File: config.mk
export PLATFORM = sky130hd
export DESIGN_NAME = edit_controller
export DESIGN_NICKNAME = d
export VERILOG_FILES = /design/src/rtl/edit_controller.sv
export SDC_FILE = /design/constraint.sdc
export NUM_CORES = 1
export LEC_CHECK = 0
export ABC_AREA = 1
export CORE_MARGIN = 1
export CORE_UTILIZATION = 41
export CTS_CLUSTER_DIAMETER = 120
export DETAILED_ROUTE_END_ITERATION = 16
export PLACE_DENSITY = 0.64
export SETUP_SLACK_MARGIN = 0.02
export SYNTH_ARGS = -nofsm -noshare
export SYNTH_HDL_FRONTEND = slang
export SYNTH_SLANG_ARGS = --single-unit
export TNS_END_PERCENT = 1
File: constraint.sdc
create_clock -name Clk -period 1.95 [get_ports Clk]
set_input_delay 0.2925 -clock Clk [delete_from_list [all_inputs] [get_ports Clk]]
set_output_delay 0.2925 -clock Clk [all_outputs]
set_load 0.02 [all_outputs]
File: src/rtl/edit_controller.sv
// Edit controller for a clock/time display. It debounces the four push buttons,
// switches between display views, and edits a shadow copy of the time. On commit
// it strobes load so the timekeeper takes the edited value.
module edit_controller #(
    parameter int unsigned DEB_CYCLES = 4,
    parameter int unsigned TIMEOUT    = 1000
) (
    input  logic       Clk,
    input  logic       Rst,
    input  logic [3:0] KEY,
    input  logic [4:0] cur_hour,
    input  logic [5:0] cur_min,
    input  logic [5:0] cur_sec,
    output logic       edit_mode,
    output logic [1:0] dis_mode,
    output logic [1:0] field_sel,
    output logic [4:0] new_hour,
    output logic [5:0] new_min,
    output logic [5:0] new_sec,
    output logic       load
);

    localparam int unsigned CW = $clog2(DEB_CYCLES + 1);
    localparam int unsigned IW = $clog2(TIMEOUT + 1);

    typedef enum logic [1:0] {VIEW, EDIT, COMMIT} state_t;

    logic [3:0]         sync1, sync2;
    logic [3:0]         db, armed, ev;
    logic [3:0][CW-1:0] cnt;
    logic               act0, act1, act2, act3;

    state_t        state, state_n;
    logic [1:0]    dis_n, fs_n;
    logic [4:0]    sh_hour, hour_n;
    logic [5:0]    sh_min, min_n, sh_sec, sec_n;
    logic [IW-1:0] idle, idle_n;

    // Two-flop synchronizer; the reset value is "released" because the keys are active-low
    always_ff @(posedge Clk or posedge Rst) begin
        if (Rst) begin
            sync1 <= '1;
            sync2 <= '1;
        end else begin
            sync1 <= KEY;
            sync2 <= sync1;
        end
    end

    // Per-key debounce. A key stays unarmed after reset until it has been seen
    // stably released, so a key held through reset cannot fire an event.
    always_ff @(posedge Clk or posedge Rst) begin
        if (Rst) begin
            db    <= '1;
            armed <= '0;
            ev    <= '0;
            cnt   <= '0;
        end else begin
            for (int i = 0; i < 4; i++) begin
                ev[i] <= 1'b0;
                if (!armed[i]) begin
                    if (!sync2[i]) begin
                        cnt[i] <= '0;
                    end else if (cnt[i] == CW'(DEB_CYCLES - 1)) begin
                        armed[i] <= 1'b1;
                        cnt[i]   <= '0;
                    end else begin
                        cnt[i] <= cnt[i] + CW'(1);
                    end
                end else if (sync2[i] == db[i]) begin
                    cnt[i] <= '0;
                end else if (cnt[i] == CW'(DEB_CYCLES - 1)) begin
                    db[i]  <= sync2[i];
                    cnt[i] <= '0;
                    ev[i]  <= ~sync2[i];
                end else begin
                    cnt[i] <= cnt[i] + CW'(1);
                end
            end
        end
    end

    // Only the highest-priority event of a clock is acted on: KEY0 > KEY3 > KEY1 > KEY2
    always_comb begin
        act0 = ev[0];
        act3 = ev[3] & ~ev[0];
        act1 = ev[1] & ~ev[0] & ~ev[3];
        act2 = ev[2] & ~ev[0] & ~ev[3] & ~ev[1];
    end

    // FSM state register
    always_ff @(posedge Clk or posedge Rst) begin
        if (Rst) state <= VIEW;
        else     state <= state_n;
    end

    // Next-state and next-value logic for the view, field, shadow and idle registers
    always_comb begin
        state_n = state;
        dis_n   = dis_mode;
        fs_n    = field_sel;
        hour_n  = sh_hour;
        min_n   = sh_min;
        sec_n   = sh_sec;
        idle_n  = idle;
        case (state)
            VIEW: begin
                idle_n = '0;
                if (act0) begin
                    hour_n  = (cur_hour > 5'd23) ? 5'd0 : cur_hour;
                    min_n   = (cur_min > 6'd59) ? 6'd0 : cur_min;
                    sec_n   = (cur_sec > 6'd59) ? 6'd0 : cur_sec;
                    fs_n    = 2'd0;
                    state_n = EDIT;
                end else if (act1) begin
                    dis_n = (dis_mode >= 2'd2) ? 2'd0 : dis_mode + 2'd1;
                end else if (act2) begin
                    dis_n = (dis_mode == 2'd0) ? 2'd2 : dis_mode - 2'd1;
                end
            end
            EDIT: begin
                if (act0 | act1 | act2 | act3) idle_n = '0;
                if (act0) begin
                    state_n = COMMIT;
                end else if (act3) begin
                    fs_n = (field_sel >= 2'd2) ? 2'd0 : field_sel + 2'd1;
                end else if (act1) begin
                    case (field_sel)
                        2'd0:    hour_n = (sh_hour >= 5'd23) ? 5'd0 : sh_hour + 5'd1;
                        2'd1:    min_n  = (sh_min >= 6'd59) ? 6'd0 : sh_min + 6'd1;
                        default: sec_n  = (sh_sec >= 6'd59) ? 6'd0 : sh_sec + 6'd1;
                    endcase
                end else if (act2) begin
                    case (field_sel)
                        2'd0:    hour_n = (sh_hour == 5'd0) ? 5'd23 : sh_hour - 5'd1;
                        2'd1:    min_n  = (sh_min == 6'd0) ? 6'd59 : sh_min - 6'd1;
                        default: sec_n  = (sh_sec == 6'd0) ? 6'd59 : sh_sec - 6'd1;
                    endcase
                end else if (idle == IW'(TIMEOUT - 1)) begin
                    idle_n  = '0;
                    state_n = VIEW;
                end else begin
                    idle_n = idle + IW'(1);
                end
            end
            COMMIT: begin
                state_n = VIEW;
            end
            default: begin
                state_n = VIEW;
            end
        endcase
    end

    // Registered outputs and shadow registers
    always_ff @(posedge Clk or posedge Rst) begin
        if (Rst) begin
            edit_mode <= 1'b0;
            load      <= 1'b0;
            dis_mode  <= 2'd0;
            field_sel <= 2'd0;
            sh_hour   <= 5'd0;
            sh_min    <= 6'd0;
            sh_sec    <= 6'd0;
            idle      <= '0;
        end else begin
            edit_mode <= (state_n == EDIT);
            load      <= (state_n == COMMIT);
            dis_mode  <= dis_n;
            field_sel <= fs_n;
            sh_hour   <= hour_n;
            sh_min    <= min_n;
            sh_sec    <= sec_n;
            idle      <= idle_n;
        end
    end

    assign new_hour = sh_hour;
    assign new_min  = sh_min;
    assign new_sec  = sh_sec;

endmodule

==> run metrics, run 1 <==
final worst path period need=1.84 ns; setup slack after layout=0.111 ns; CP Class=reg -> out; core area=9240 µm²; Setup Skew=0.00959 ns; Hold WS=0.357 ns; met3 Use GR=3.62%; placed instance area=4540 µm²; synthesized instance count=535; first-pass GRT wire length=15000 µm; dpl ws=0.292 ns; post-route cell area=4730 µm²; hold_buf cts=0; unrepaired setup endpoints after global routing=no; Nets=627; Worst Setup SP=new_min[2]; fmax=0.544 GHz; setup tns final=0 ns; Post-synth EDFFs=0; switching portion of total power=43.8%; Final Max Tran Viols=0; Seq/Total Area, Yosys=43.1%; Setup-failing EPs final=0; GR peak layer=met2; Mapped Area=3930 µm²; area of the multi-input gates=1880 µm²; die area=9970 µm²; outcome=complete, no violations; # fillers=924; global placement routability congestion=0.904; Max Cap Viol=0; Mapped Nets=573; clk sink count=67; r2r setup slk=0.29 ns; mux cell area share after synthesis=0%; worst vdd ir=0.000576 V; Adder-Cell Fraction of Synth Area=4.78%; overall routing resource usage=18.6%; synthesized area per cell=7.34 µm²; max incr delay on CP=0.67 ns; final hold violation count=0; Rows=35; Vert. Die Dim=99.8 µm; Ports=46; CTS Buffer Depth=2; Starting DRT DRC Count=181; clock network fraction of total power=17.8%; ys async rst share=100%; clock root cell=clkbuf_8; WP depth=1; Sequential Power Share=35.9%; clk slew on worst S/H paths=0.08 ns; Syn-to-layout area delta=20.6%; ratio of cells with drive above 1 in the final layout=9.60%; total CTS buffers=9; Worst path slowest cell=clkdlybuf4s50_1; Worst Path Buf+Inv=1; synth unique cells=33; power density over cell area=1340 nW/µm²; worst-skew pair later-pin latency=0.33 ns; cell count after placement=707; Seq cells post-synth=67; critical path required time=1.66 ns; # diodes=0; Avg WL per Cell=11.8 µm; initial antenna violation count=0; worst reg2reg startpoint=ev[0]; vias in the first global route=3397; Worst Setup Start Kind=register; Worst Setup EP=new_min[2]; Comb pwr share=46.2%; H-tree depth=3; leakage power=2.33 nW; WP data arrival=1.55 ns; Most used DFF post-synth=dfrtp_1; Register Area=1690 µm²; Final ANT Viol Nets=0; worst hold path type=in -> async; R2R cell count=9; worst-path cell chain=clkdlybuf4s50_1; Compound-Gate Fraction of Synth Area=9.60%; chip width=99.8 µm; I/O Buffers=45; DR vias=3519; met1 usage=24.5%; internal power=0.00355 W; net load switching power=0.00277 W; detail-routed via count per cell=4.87; CP Max Fanout=10; DRC Markers=0; Tcrit/Tclk final=94.3%; XOR/XNOR share of the synthesized area=2.45%; endpoint type of the worst setup path=primary output; postcts setup bufs=0; CTS tree=yes; Simple-Gate Fraction of Synth Area=31.0%; RR Endpoint=new_min[3]; detailed-route wire length=8520 µm; DR pass1 iterations=4; met2 Track Usage GR=31.2%; slew margin rel.=62.9%; synth warn=0; Tightest Pin Transition=0.555 ns; Crit path max-delay family=buffers and inverters; largest net degree at the start of global routing=29; non-filler cells, final=723; HPWL Detailed=6410 µm; GRT overflow=0; Resize count post-CTS=0; main combinational cell family by area after synthesis=simple AND/OR/NAND/NOR gates; Starting Density=42.5%
layout by cell type (no fill, tap or decap):
master,netlist,layout
a211oi_1,1,1
a21boi_0,1,1
a21oi_1,28,28
a21oi_2,3,3
buf_4,1,10
bufinv_16,0,1
clkbuf_1,3,1
clkbuf_8,0,9
clkdlybuf4s50_1,0,45
clkinv_2,0,1
clkinv_4,0,1
clkinvlp_4,0,4
dfrtp_1,55,55
dfstp_2,12,12
ha_1,15,15
inv_1,67,66
inv_2,5,5
inv_6,1,1
nand2_1,144,144
nand2_2,3,3
nand3_1,45,45
nand3_2,2,2
nand3b_1,1,1
nand4_1,12,12
nor2_1,69,69
nor2_2,2,2
nor2_4,1,1
nor3_1,8,8
nor4_1,1,1
o211ai_1,1,1
o21ai_0,28,28
o21ai_1,2,2
o21ai_2,2,2
o21bai_1,1,1
o22ai_1,2,2
xnor2_1,1,1
xor2_1,10,10
area by class of cell:
type	count	share of cell area, %
flip-flops and latches	67	35.7
inverters	73	5.98
clock inverters	6	1.40
repair buffers	55	11.1
well taps	129	3.41
clock buffers	10	2.70
multi-input cells	383	39.7
metrics by stage:
step	util (%)	power, W
floorplan	-	0.00426
global placement	49.1	0.00515
detailed placement	49.1	0.00520
CTS	51.2	0.00637
global route	51.2	0.00688
finish	51.2	0.00633
registers in the layout, summed over array words and instances, names as in the netlist:
name,cells
sync1,4
new_min,6
edit_mode,1
db,4
ev,4
new_sec,6
idle,10
cnt,12
load,1
sync2,4
field_sel,2
state,2
armed,4
dis_mode,2
new_hour,5
metal layers:
layer / wire [µm] / part of all wire, %
met5: 0 / 0
met1: 4110 / 48
met4: 61 / 0.72
met3: 292 / 3.4
met2: 4060 / 48
cells in the mapped netlist, types with 3 or more instances:
cell      count  area, µm²
a21oi_1      28        140
o21ai_0      28        140
dfstp_2      12        315
ha_1         15        188
nand4_1      12       75.1
nand2_2       3       18.8
nor2_1       69        259
inv_2         5       18.8
xor2_1       10       87.6
buf_6         3       33.8
a21oi_2       3       26.3
nor3_1        8       40.0
nand3_1      45        225
buf_2         5       25.0
inv_1        67        251
clkbuf_1      3       11.3
dfrtp_1      55       1380
nand2_1     144        541
power by group through the flow:
stage               clock, W  combinational [W]  sequential, W
global route         0.00123            0.00331        0.00234
global placement           0            0.00286        0.00229
CTS                  0.00117            0.00293        0.00227
detailed placement         0            0.00291        0.00230
floorplan                  0            0.00192        0.00234
finish               0.00113            0.00292        0.00227
worst min path at each step:
stage / end / slack [ns] / depth (start not counted)
final: cnt[7] / 0.36 / 2
after global routing: sync1[0] / 0.34 / 1
after CTS: sync1[2] / 0.34 / 1
after detailed placement: sync2[0] / 0.35 / 0
after global placement: sync2[1] / 0.35 / 0
after floorplan: sync1[0] / 0.30 / 0
logic make-up after synthesis:
group | after synthesis
AOI/OAI and AO/OA | 69
buffers and inverters | 85
and+or+nand+nor | 288
adders and majority gates | 15
DFF | 67
xor gates and xnor gates | 11
No activity file was read; power rests on OpenSTA's default activity.
==> run 2, diff against run 1 <==
- ABC_CLOCK_PERIOD_IN_PS: not set -> 1950
- CTS_CLUSTER_SIZE: not set -> 12
- SKIP_CTS_REPAIR_TIMING: not set -> 1
==> results of run 2 <==
Same layout as run 1: the final DEF is identical, and so are final timing and power.
==> run 3, diff against run 2 <==
- MAX_ROUTING_LAYER: not set -> met4
==> run metrics, run 3 (same netlist as run 1, synthesis figures left out) <==
max incr delay on CP=0.68 ns; outcome=complete, no violations; global placement routability congestion=0.885; die area=9970 µm²; endpoint type of the worst setup path=primary output; Worst path slowest cell=clkdlybuf4s50_1; clk sink count=67; detailed-route wire length=8680 µm; r2r setup slk=0.29 ns; R2R cell count=9; Tightest Pin Transition=0.741 ns; Max Cap Viol=0; clock root cell=clkbuf_8; detail-routed via count per cell=4.87; unrepaired setup endpoints after global routing=no; initial antenna violation count=0; final worst path period need=1.87 ns; # diodes=0; core area=9240 µm²; WP data arrival=1.58 ns; GRT overflow=0; Final Max Tran Viols=0; clk slew on worst S/H paths=0.08 ns; H-tree depth=3; Setup Skew=0.00906 ns; # fillers=878; I/O Buffers=45; Register Area=1690 µm²; Vert. Die Dim=99.8 µm; Starting Density=42.5%; setup slack after layout=0.0775 ns; Worst Path Buf+Inv=1; worst-path cell chain=clkdlybuf4s50_1; power density over cell area=1390 nW/µm²; area of the multi-input gates=1880 µm²; CP Max Fanout=9; worst reg2reg startpoint=ev[0]; overall routing resource usage=19.4%; slew margin rel.=50.5%; vias in the first global route=3385; Avg WL per Cell=12.0 µm; DR pass1 iterations=5; dpl ws=0.315 ns; max reg flops=12; fmax=0.534 GHz; Rows=35; Pwr Total=0.00669 W; chip width=99.8 µm; Tcrit/Tclk final=96.0%; worst-skew pair later-pin latency=0.35 ns; first-pass GRT wire length=14800 µm; Nets=625; ratio of cells with drive above 1 in the final layout=9.63%; setup tns final=0 ns; CTS tree=yes; DR vias=3513; leakage power=2.37 nW; most flop-heavy register=cnt; Final ANT Viol Nets=0; HPWL Detailed=6280 µm; worst hold path type=in -> async; total CTS buffers=9; Starting DRT DRC Count=189; CTS Buffer Depth=2; Setup-failing EPs final=0; Core Util, Final=52.0%; CP Class=reg -> out; Worst Setup Start Kind=register; Top Registers=cnt (12), idle (10); worst vdd ir=0.000575 V; Crit path max-delay family=buffers and inverters; most frequent cells in the layout=144 x nand2_1, 69 x nor2_1, 66 x inv_1; most common cell after layout, fill and taps aside=nand2_1; DRC Markers=0; largest net degree at the start of global routing=24; Ports=46; final hold violation count=0; RR Endpoint=new_min[3]; critical path required time=1.66 ns; Syn-to-layout area delta=22.5%
-- run 3: changes by cell type in the layout (fill, tap and decap cells not counted), sizes merged --
| cell | before | now |
|---|---|---|
| clkinv | 2 | 1 |
| clkbuf | 10 | 11 |
| clkinvlp | 4 | 1 |
| inv | 72 | 73 |
| buf | 10 | 8 |
| bufinv | 1 | 3 |
-- run 3: cell type report --
type / instances / share of cell area, %
Multi-Input combinational cell: 383 / 39.0
Sequential cell: 67 / 35.2
Timing Repair Buffer: 53 / 11.1
Inverter: 73 / 5.88
Tap cell: 129 / 3.36
Clock buffer: 11 / 3.15
Clock inverter: 5 / 2.24
-- run 3: power by group --
group / leakage, nW / switching [W] / internal (W) / total, W
Clock: 0.130 / 0.000572 / 0.000927 / 0.00150
Combinational: 1.40 / 0.00175 / 0.00118 / 0.00293
Sequential: 0.834 / 0.000475 / 0.00179 / 0.00226
Total: 2.37 / 0.00280 / 0.00389 / 0.00669
-- run 3: per-stage QoR --
step           instances  hold slack, ns  cell area [µm²]
2_1_floorplan        535           0.297             3930
3_3_place_gp         705           0.346             4550
3_5_place_dp         705           0.347             4550
4_1_cts              721           0.328             4810
5_1_grt              721           0.328             4810
6_report             721           0.333             4810
-- run 3: how the worst max path moves through the flow --
stage,end,startpoint,slack [ns],cells after the start
2_1_floorplan,new_sec[3],new_sec[0],0.40,10
3_3_place_gp,new_sec[3],ev[0],0.29,9
3_5_place_dp,new_min[3],ev[0],0.31,9
4_1_cts,new_min[2],new_min[2],0.07,1
5_1_grt,new_sec[2],new_sec[2],0.04,1
6_report,new_sec[2],new_sec[2],0.08,1
-- run 3: layer usage --
| layer | share of wire (%) | GRT usage, % | up-vias |
|---|---|---|---|
| met2 | 46 | 30.5 | 67 |
| met3 | 3.9 | 3.13 | 14 |
| met4 | 2.0 | 9.73 | 0 |
| met1 | 48 | 24.3 | 1622 |
| li1 | - | - | 1810 |
| met5 | 0 | - | - |
